===== src/rtl/prog_loader.sv =====
// Boot-time program loader: receives a byte stream, writes 9-bit instructions into
// the instruction memory write port, starts the core and measures its run length.
//
// state   | meaning
// --------+----------------------------------------------------------
// IDLE    | waiting for load_req after reset
// HDR_LO  | expecting instruction count bits [7:0]
// HDR_HI  | expecting instruction count bits [11:8] (upper nibble must be 0)
// INS_LO  | expecting instruction code bits [7:0]
// INS_HI  | expecting instruction code bit 8 (bits [7:1] ignored)
// START   | holding cpu_start high for START_CYCLES cycles
// RUN     | counting cycles until cpu_done
// DONE    | program finished, run_cycles held; a new load may begin
// ERROR   | malformed header; left only through reset
module prog_loader #(
    parameter int D            = 12,
    parameter int START_CYCLES = 2,
    parameter int CW           = 16
) (
    input  logic          clk,
    input  logic          reset,
    input  logic          load_req,
    input  logic [7:0]    in_data,
    input  logic          in_valid,
    output logic          in_ready,
    output logic          im_wr_en,
    output logic [D-1:0]  im_wr_addr,
    output logic [8:0]    im_wr_data,
    output logic          cpu_start,
    input  logic          cpu_done,
    output logic          busy,
    output logic          finished,
    output logic          error,
    output logic [CW-1:0] run_cycles
);

    typedef enum logic [3:0] {
        S_IDLE, S_HDR_LO, S_HDR_HI, S_INS_LO, S_INS_HI,
        S_START, S_RUN, S_DONE, S_ERROR
    } state_t;

    // Start-pulse down-counter needs to hold START_CYCLES-1.
    localparam int SCW = (START_CYCLES > 1) ? $clog2(START_CYCLES) : 1;
    localparam logic [SCW-1:0] START_LAST = SCW'(START_CYCLES - 1);

    state_t         state, state_nxt;
    logic [11:0]    count;
    logic [D-1:0]   index;
    logic [D:0]     idx_inc;
    logic [7:0]     lo_byte;
    logic [SCW-1:0] start_cnt;
    logic           beat;
    logic           last_ins;

    assign beat     = in_valid & in_ready;
    assign idx_inc  = {1'b0, index} + {{D{1'b0}}, 1'b1};
    assign last_ins = (idx_inc == (D+1)'(count));

    // State register.
    always_ff @(posedge clk) begin
        if (reset) state <= S_IDLE;
        else       state <= state_nxt;
    end

    // Next-state decode and state-derived outputs.
    always_comb begin
        state_nxt = state;
        in_ready  = 1'b0;
        cpu_start = 1'b0;
        busy      = 1'b1;
        finished  = 1'b0;
        error     = 1'b0;
        case (state)
            S_IDLE: begin
                busy = 1'b0;
                if (load_req) state_nxt = S_HDR_LO;
            end
            S_HDR_LO: begin
                in_ready = 1'b1;
                if (beat) state_nxt = S_HDR_HI;
            end
            S_HDR_HI: begin
                in_ready = 1'b1;
                if (beat) begin
                    if (in_data[7:4] != 4'd0)
                        state_nxt = S_ERROR;
                    else if ({in_data[3:0], count[7:0]} == 12'd0)
                        state_nxt = S_START;
                    else
                        state_nxt = S_INS_LO;
                end
            end
            S_INS_LO: begin
                in_ready = 1'b1;
                if (beat) state_nxt = S_INS_HI;
            end
            S_INS_HI: begin
                in_ready = 1'b1;
                if (beat) state_nxt = last_ins ? S_START : S_INS_LO;
            end
            S_START: begin
                cpu_start = 1'b1;
                if (start_cnt == '0) state_nxt = S_RUN;
            end
            S_RUN: begin
                if (cpu_done) state_nxt = S_DONE;
            end
            S_DONE: begin
                busy     = 1'b0;
                finished = 1'b1;
                if (load_req) state_nxt = S_HDR_LO;
            end
            S_ERROR: begin
                busy  = 1'b0;
                error = 1'b1;
            end
            default: state_nxt = S_IDLE;
        endcase
    end

    // Header capture, instruction write strobe, start timer and run counter.
    always_ff @(posedge clk) begin
        if (reset) begin
            count      <= '0;
            index      <= '0;
            lo_byte    <= '0;
            im_wr_en   <= 1'b0;
            im_wr_addr <= '0;
            im_wr_data <= '0;
            start_cnt  <= START_LAST;
            run_cycles <= '0;
        end else begin
            im_wr_en  <= 1'b0;
            start_cnt <= (state == S_START) ? start_cnt - SCW'(1) : START_LAST;
            case (state)
                S_IDLE, S_DONE: begin
                    if (load_req) begin
                        run_cycles <= '0;
                        index      <= '0;
                    end
                end
                S_HDR_LO: if (beat) count[7:0]  <= in_data;
                S_HDR_HI: if (beat) count[11:8] <= in_data[3:0];
                S_INS_LO: if (beat) lo_byte     <= in_data;
                S_INS_HI: begin
                    if (beat) begin
                        im_wr_en   <= 1'b1;
                        im_wr_addr <= index;
                        im_wr_data <= {in_data[0], lo_byte};
                        index      <= idx_inc[D-1:0];
                    end
                end
                S_RUN: begin
                    if (!cpu_done && run_cycles != '1)
                        run_cycles <= run_cycles + CW'(1);
                end
                default: ;
            endcase
        end
    end

endmodule


===== config.mk =====
export PLATFORM = sky130hd
export DESIGN_NAME = prog_loader
export DESIGN_NICKNAME = d
export VERILOG_FILES = /design/src/rtl/prog_loader.sv
export SDC_FILE = /design/constraint.sdc
export NUM_CORES = 1
export LEC_CHECK = 0
export BUFFER_PORTS_ARGS = -buffer_cell sky130_fd_sc_hd__buf_2
export CAP_MARGIN = 30
export CELL_PAD_IN_SITES_DETAIL_PLACEMENT = 1
export CELL_PAD_IN_SITES_GLOBAL_PLACEMENT = 2
export CORE_MARGIN = 3
export CORE_UTILIZATION = 33
export CTS_BUF_LIST = sky130_fd_sc_hd__clkbuf_4 sky130_fd_sc_hd__clkbuf_8 sky130_fd_sc_hd__clkbuf_16
export CTS_CLUSTER_SIZE = 10
export DETAILED_ROUTE_END_ITERATION = 10
export GPL_TIMING_DRIVEN = 0
export PLACE_DENSITY = 0.85
export REMOVE_ABC_BUFFERS = 1
export SLEW_MARGIN = 0
export SYNTH_ARGS = -nofsm -noshare
export SYNTH_HDL_FRONTEND = slang
export SYNTH_SLANG_ARGS = --single-unit
export TNS_END_PERCENT = 50

===== constraint.sdc =====
create_clock -name clk -period 2.55 [get_ports clk]
set_input_delay 0.1275 -clock clk [delete_from_list [all_inputs] [get_ports clk]]
set_output_delay 0.1275 -clock clk [all_outputs]
set_load 0.02 [all_outputs]

==> results of run 1 <==
-- power by group through the flow --
stage | registers (mW) | logic [mW] | clock network [mW]
floorplan | 1.33 | 0.410 | 0
global placement | 1.34 | 0.564 | 0
detailed placement | 1.35 | 0.586 | 0
CTS | 1.32 | 0.591 | 0.915
global route | 1.34 | 0.647 | 0.959
finish | 1.32 | 0.581 | 0.875
-- through the flow --
step                      power (mW)  utilization [%]  hold slack [ps]  setup WS [ps]
after detailed placement        1.93             38.3              396           -328
after floorplan                 1.74                -              197            333
final                           2.78             40.1             51.0            199
after global placement          1.91             37.8              390           -602
after CTS                       2.83             40.1             30.5           42.4
after global routing            2.94             40.1             53.2           22.0
-- worst max-delay path: stages (launching register included) --
cell and delay, ps:
dfxtp_1 470, nand2b_1 300, nor3_1 360, a21bo_2 370
a2111oi_1 490, xnor2_1 170, nor2_1 50
-- Yosys cell counts (all sizes together) (4+ instances only) --
cell	n
and2	11
nor2	58
nor4	4
mux2i	22
buf	7
or3	8
nand2b	4
and3	5
nor3	9
nand2	63
nand4	9
nor2b	4
a211oi	13
o21ai	12
dfxtp	75
a21oi	41
inv	8
nand3	15
xnor2	26
clkbuf	24
-- layer usage --
| layer | wire length, um | vias to the layer above |
|---|---|---|
| met5 | 0 | - |
| met4 | 76 | 0 |
| met3 | 267 | 8 |
| met2 | 4530 | 42 |
| met1 | 4720 | 1580 |
| li1 | - | 1660 |
-- cell families (layout without fill, tap and decap cells) --
logic type | count (synthesis) | count (layout) | share of synthesized area [%]
adders and majority gates | 2 | 2 | 0.682
xor gates and xnor gates | 29 | 29 | 6.92
AOI/OAI and AO/OA | 87 | 87 | 14.9
and+or+nand+nor | 204 | 204 | 26.4
muxes | 22 | 22 | 6.00
DFF | 75 | 75 | 40.9
buffers and inverters | 39 | 81 | 4.23
-- worst max path at each step --
| stage | to | start | slack (ps) |
|---|---|---|---|
| 3_3_place_gp | index[7] | state[2] | -600 |
| 6_report | run_cycles[14] | state[3] | 200 |
| 2_1_floorplan | index[10] | state[2] | 330 |
| 3_5_place_dp | index[11] | state[2] | -330 |
| 4_1_cts | run_cycles[14] | state[1] | 40 |
| 5_1_grt | run_cycles[14] | state[3] | 20 |
-- registers in the layout (all words and copies together) (netlist names) --
name	flops
index	12
run_cycles	16
im_wr_addr	12
state	4
lo_byte	8
start_cnt	1
count	12
im_wr_en	1
im_wr_data	9
-- layout make-up --
| class | count | area, sq um |
|---|---|---|
| Fill cell | 1295 | 6320 |
| Clock inverter | 7 | 58.8 |
| Sequential cell | 75 | 1500 |
| Timing Repair Buffer | 57 | 323 |
| Tap cell | 136 | 170 |
| Clock buffer | 9 | 124 |
| Multi-Input combinational cell | 344 | 2030 |
| Inverter | 8 | 30.0 |
-- timing repair --
item	4_1_cts	5_1_grt
hold buffers	0	0
endpoints found under the setup margin	34	24
hold endpoints to repair	0	0
gates resized for setup	3	2
buffers inserted	0	0
==> summary.md, run 1 <==
| Metric | Value |
|---|---|
| Final Critical Period | `between 2000 and 2500 ps` |
| All-Layer GR Usage | `roughly 16%` |
| Leakage | `around 1.6 nW` |
| Switching part of the total | `between 30% and 40%` |
| Setup TNS Final | `0 ps` |
| Gate power share | `approximately a fifth` |
| Yosys top cell area share | `between 40% and 50%` |
| GPL Wtd Cong | `~0.80` |
| NetSw | `approximately 960 uW` |
| Met2 usage | `between 20% and 30%` |
| Initial antenna violation count | `0` |
| Die Span Y | `about 110 um` |
| Vias | `roughly 3300` |
| Most common cell after layout, fill and taps aside | `dfxtp_1` |
| Post-route DRC violation count | `0` |
| Clk_skew | `roughly 8.1 ps` |
| Fin nets | `510` |
| Primary FF master, synth | `dfxtp_1` |
| Worst Max-Slew Pin Slew | `between 900 and 1000 ps` |
| # clock sinks | `between 70 and 80` |
| Worst r2r dst | `run_cycles[14]` |
| Busiest layer in global routing | `met2` |
| Seq cells post-synth | `75` |
| Largest net degree at the start of global routing | `43` |
| Hold Fails Final Rpt | `0` |
| Distinct cell type count of the synthesized netlist | `between 40 and 50` |
| Hold path start | `in_data[6]` |
| R2R depth | `6` |
| Slew Limit Fails | `0` |
| Clk pwr share | `31.5%` |
| Core box area | `0.0106 sq mm` |
| Syn_area_per_cell | `8.02 sq um` |
| Max Cap Viol | `0` |
| Inst Count DP | `a little over 600` |
| Initial DRC Count | `roughly 110` |
| Met1 Use GR | `between 20% and 30%` |
| CP Data Arrival Time | `2580 ps` |
| I/O pin count | `between 50 and 60` |
| Dominant cells by area after synthesis | `dfxtp_1 (41%), nand2_1 (6.4%), xnor2_1 (6.2%)` |
| Number of synthesized flops with an enable pin | `0` |
| Synth Cell Area | `between 0.003 and 0.004 sq mm` |
| CTS root buffer | `clkbuf_8` |
| Row cnt | `37` |
| Sequential share of the synthesized area | `40.9%` |
| Die W | `about 110 um` |
| Seq pwr share | `47.6%` |
| CP required | `approximately 2800 ps` |
| Ys async rst share | `0%` |
| Status | `finished, final reports clean` |
| Worst Hold Path EP | `lo_byte[6]` |
| Routed WL per cell | `roughly 15 um` |
| Non-filler cells, final | `between 600 and 700` |
| Reg-to-Reg Start | `state[3]` |
| Power per standard cell area | `656 mW/mm^2` |
| Flop2flop setup slack | `200 ps` |
| Worst Setup Start Kind | `flop` |
| Die area | `about 0.012 sq mm` |
| Final worst-path cycle share | `between 90 and 100%` |
| Layout cell share with drive strength beyond 1 | `between 10% and 20%` |
| Slew HR | `about 37%` |
| Post-synth top area cell | `dfxtp_1` |
| Max FO, Critical Path | `16` |
| Met3 GRT Util | `3.15%` |
| Hold Path Depth | `3` |
| Peak VDD IR | `roughly 0.00024 V` |
| Internal | `~1.8 mW` |
| CTS tree | `yes` |
| Area grow syn2layout | `15.4%` |
| Overflow after GRT | `0` |
| Routed Antenna Nets | `0` |
| Vias per cell | `between 5 and 6` |
| Insertion delay to the later sink of the worst-skew pair | `around 350 ps` |
| Worst-path clk slew | `approximately 90 ps` |
| Vias in the first global route | `3219` |
| Clk buf depth | `2` |
| DP Wirelength | `around 7 mm` |
| Hold Path Class | `in -> reg` |
| Final wirelength | `9.59 mm` |
| First-pass GRT wire length | `between 15 and 20 mm` |
| Mapped Cells | `458` |
| Number of port buffers | `55` |
| Unrepaired setup endpoints after global routing | `no` |
| Total CTS buffers | `9` |
| CTS H-Tree Depth | `3` |
| N_diodes | `0` |
| Design area | `roughly 0.0042 sq mm` |
| Leading cell types in the layout, fill and taps excluded | `dfxtp_1 (73), nand2_1 (62), nor2_1 (58)` |
| CP Class | `reg -> reg` |
| Placed Area | `just over 0.004 sq mm` |
| Crit path capture type | `flop` |
| Fmax | `roughly 0.43 GHz` |
| Setup violators final | `0` |
| Synth warn | `0` |
| First-pass DRT Iterations | `4` |
| Initial Util | `a little over a third` |
Note: power is estimated with default switching activity, not from simulation.
==> run 2, diff against run 1 <==
- MAX_ROUTING_LAYER: not set -> met4
==> run 2 against run 1 <==
Effect of this change:
- maximum frequency about the same
- sequential power about the same
- via count down 0.18%
- worst setup slack about the same
- core utilization unchanged
- non-clock buffer count unchanged
- worst hold slack worse by 3.1 ps
- count of clock-buffer cells in the layout unchanged
- register-to-register slack about the same
- design area unchanged
- clock skew up 0.77 ps
- critical endpoint unchanged
==> summary.md, run 2 (synthesis gave the netlist of run 1 again) <==
| Metric | Value |
|---|---|
| Status | `finished, final reports clean` |
| Number of port buffers | `55` |
| Worst Setup Start Kind | `flop` |
| Setup violators final | `0` |
| Gate power share | `20.9%` |
| Most common cell after layout, fill and taps aside | `dfxtp_1` |
| Switching part of the total | `between 30% and 40%` |
| Internal | `1.82 mW` |
| Leakage | `between 1.5 and 2 nW` |
| First-pass GRT wire length | `around 16 mm` |
| Vias in the first global route | `roughly 3200` |
| Die Span Y | `111 um` |
| CP Data Arrival Time | `about 2600 ps` |
| Vias | `~3300` |
| CP cell instances | `nand2b_1 > nor3_1 > a21bo_2 > a2111oi_1 > xnor2_1 > nor2_1` |
| Most flops, register | `run_cycles` |
| Vias per cell | `about 5.2` |
| Hold buffer count at cts | `0` |
| Die W | `approximately 110 um` |
| Max FO, Critical Path | `16` |
| Slew HR | `~37%` |
| Fin nets | `510` |
| Routed WL per cell | `about 15 um` |
| Inst Count DP | `between 600 and 700` |
| Initial Util | `a little over a third` |
| Row cnt | `37` |
| Clk buf depth | `2` |
| Layout cell share with drive strength beyond 1 | `about 17%` |
| Clk_skew | `8.85 ps` |
| NetSw | `roughly 960 uW` |
| Max Cap Viol | `0` |
| Initial antenna violation count | `0` |
| Final worst-path cycle share | `92.2%` |
| First-pass DRT Iterations | `4` |
| Pwr Total | `approximately 2.8 mW` |
| Core box area | `about 0.011 sq mm` |
| Initial DRC Count | `115` |
| Hold Path Class | `in -> reg` |
| Largest net degree at the start of global routing | `43` |
| R2R depth | `6` |
| Fmax | `0.425 GHz` |
| Largest register FFs | `16` |
| Unrepaired setup endpoints after global routing | `no` |
| Worst Hold Path EP | `lo_byte[6]` |
| Clk pwr share | `a little under a third` |
| Crit path max-delay cell type | `a2111oi_1` |
| Worst Max-Slew Pin Slew | `between 900 and 1000 ps` |
| Overflow after GRT | `0` |
| CTS root buffer | `clkbuf_8` |
| Hold Path Depth | `3` |
| Final wirelength | `9.61 mm` |
| Area grow syn2layout | `15.4%` |
| Worst-path clk slew | `90 ps` |
| Worst r2r dst | `run_cycles[14]` |
| Fillers | `around 1300` |
| Post_cts resized | `3` |
| CTS tree | `yes` |
| Hold Fails Final Rpt | `0` |
| Hold path start | `in_data[6]` |
| CP required | `around 2800 ps` |
| All-Layer GR Usage | `roughly 16%` |
| N_diodes | `0` |
| I/O pin count | `between 50 and 60` |
| Routed Antenna Nets | `0` |
| Peak VDD IR | `0.000244 V` |
| Power per standard cell area | `around 660 mW/mm^2` |
| Final Critical Period | `2350 ps` |
| Setup TNS Final | `0 ps` |
| Place WS | `-328 ps` |
| Die area | `between 0.01 and 0.015 sq mm` |
| Non-filler cells, final | `636` |
| GPL Wtd Cong | `0.812` |
| CP Class | `reg -> reg` |
| Total CTS buffers | `9` |
| CTS H-Tree Depth | `3` |
| Max incr delay on CP | `a little under 500 ps` |
| Leading cell types in the layout, fill and taps excluded | `dfxtp_1 (73), nand2_1 (62), nor2_1 (58)` |
| Worst setup margin | `just under 200 ps` |
| Reg-to-Reg Start | `state[3]` |
| Seq pwr share | `between 40 and 50%` |
| Flop2flop setup slack | `200 ps` |
| # clock sinks | `75` |
| Crit path capture type | `flop` |
| DP Wirelength | `6.90 mm` |
| Slew Limit Fails | `0` |
| Postcts setup bufs | `0` |
| Post-route DRC violation count | `0` |
| Insertion delay to the later sink of the worst-skew pair | `350 ps` |
## run 2: cell counts in the layout (fill, tap and decap cells not counted)
No cell type changed its count.
## run 2: layer usage
metal	vias to the layer above	global-route usage (%)	share of wire, %
met5	-	-	0
met4	0	4.70	0.81
met3	7	3.15	2.8
met2	44	25.0	47
met1	1570	21.0	49
li1	1663	-	-
## run 2: critical path: cells and delay by family (launching register included)
family	cells	cell delay, ps
AND/OR/NAND/NOR	3	700
flip-flops	1	470
AO/OA/AOI/OAI	2	860
XOR/XNOR	1	170
## run 2: how the worst max path moves through the flow
stage	slack (ps)	cells after the start	endpoint	from
floorplan	330	5	index[10]	state[2]
global placement	-600	5	index[7]	state[2]
detailed placement	-330	6	index[11]	state[2]
CTS	40	6	run_cycles[14]	state[1]
global route	20	6	run_cycles[14]	state[3]
finish	200	6	run_cycles[14]	state[3]
## run 2: layout make-up
class	count	area, sq um	area share, %
Tap cell	136	170	4.02
Clock inverter	7	58.8	1.39
Multi-Input combinational cell	344	2030	47.9
Inverter	8	30.0	0.709
Timing Repair Buffer	57	323	7.62
Clock buffer	9	124	2.92
Sequential cell	75	1500	35.5
## run 2: power groups by stage
stage / sequential (mW) / combinational [mW] / clock (mW)
after global routing: 1.34 / 0.647 / 0.959
after CTS: 1.32 / 0.591 / 0.915
final: 1.32 / 0.582 / 0.874
after detailed placement: 1.35 / 0.586 / 0
after global placement: 1.34 / 0.564 / 0
after floorplan: 1.33 / 0.410 / 0
## run 2: through the flow
step           hold slack (ps)  instance area, sq um  util (%)
6_report                  47.9                  4240      40.1
2_1_floorplan              197                  3550         -
5_1_grt                   53.2                  4240      40.1
3_5_place_dp               396                  4040      38.3
3_3_place_gp               390                  3990      37.8
4_1_cts                   30.5                  4230      40.1
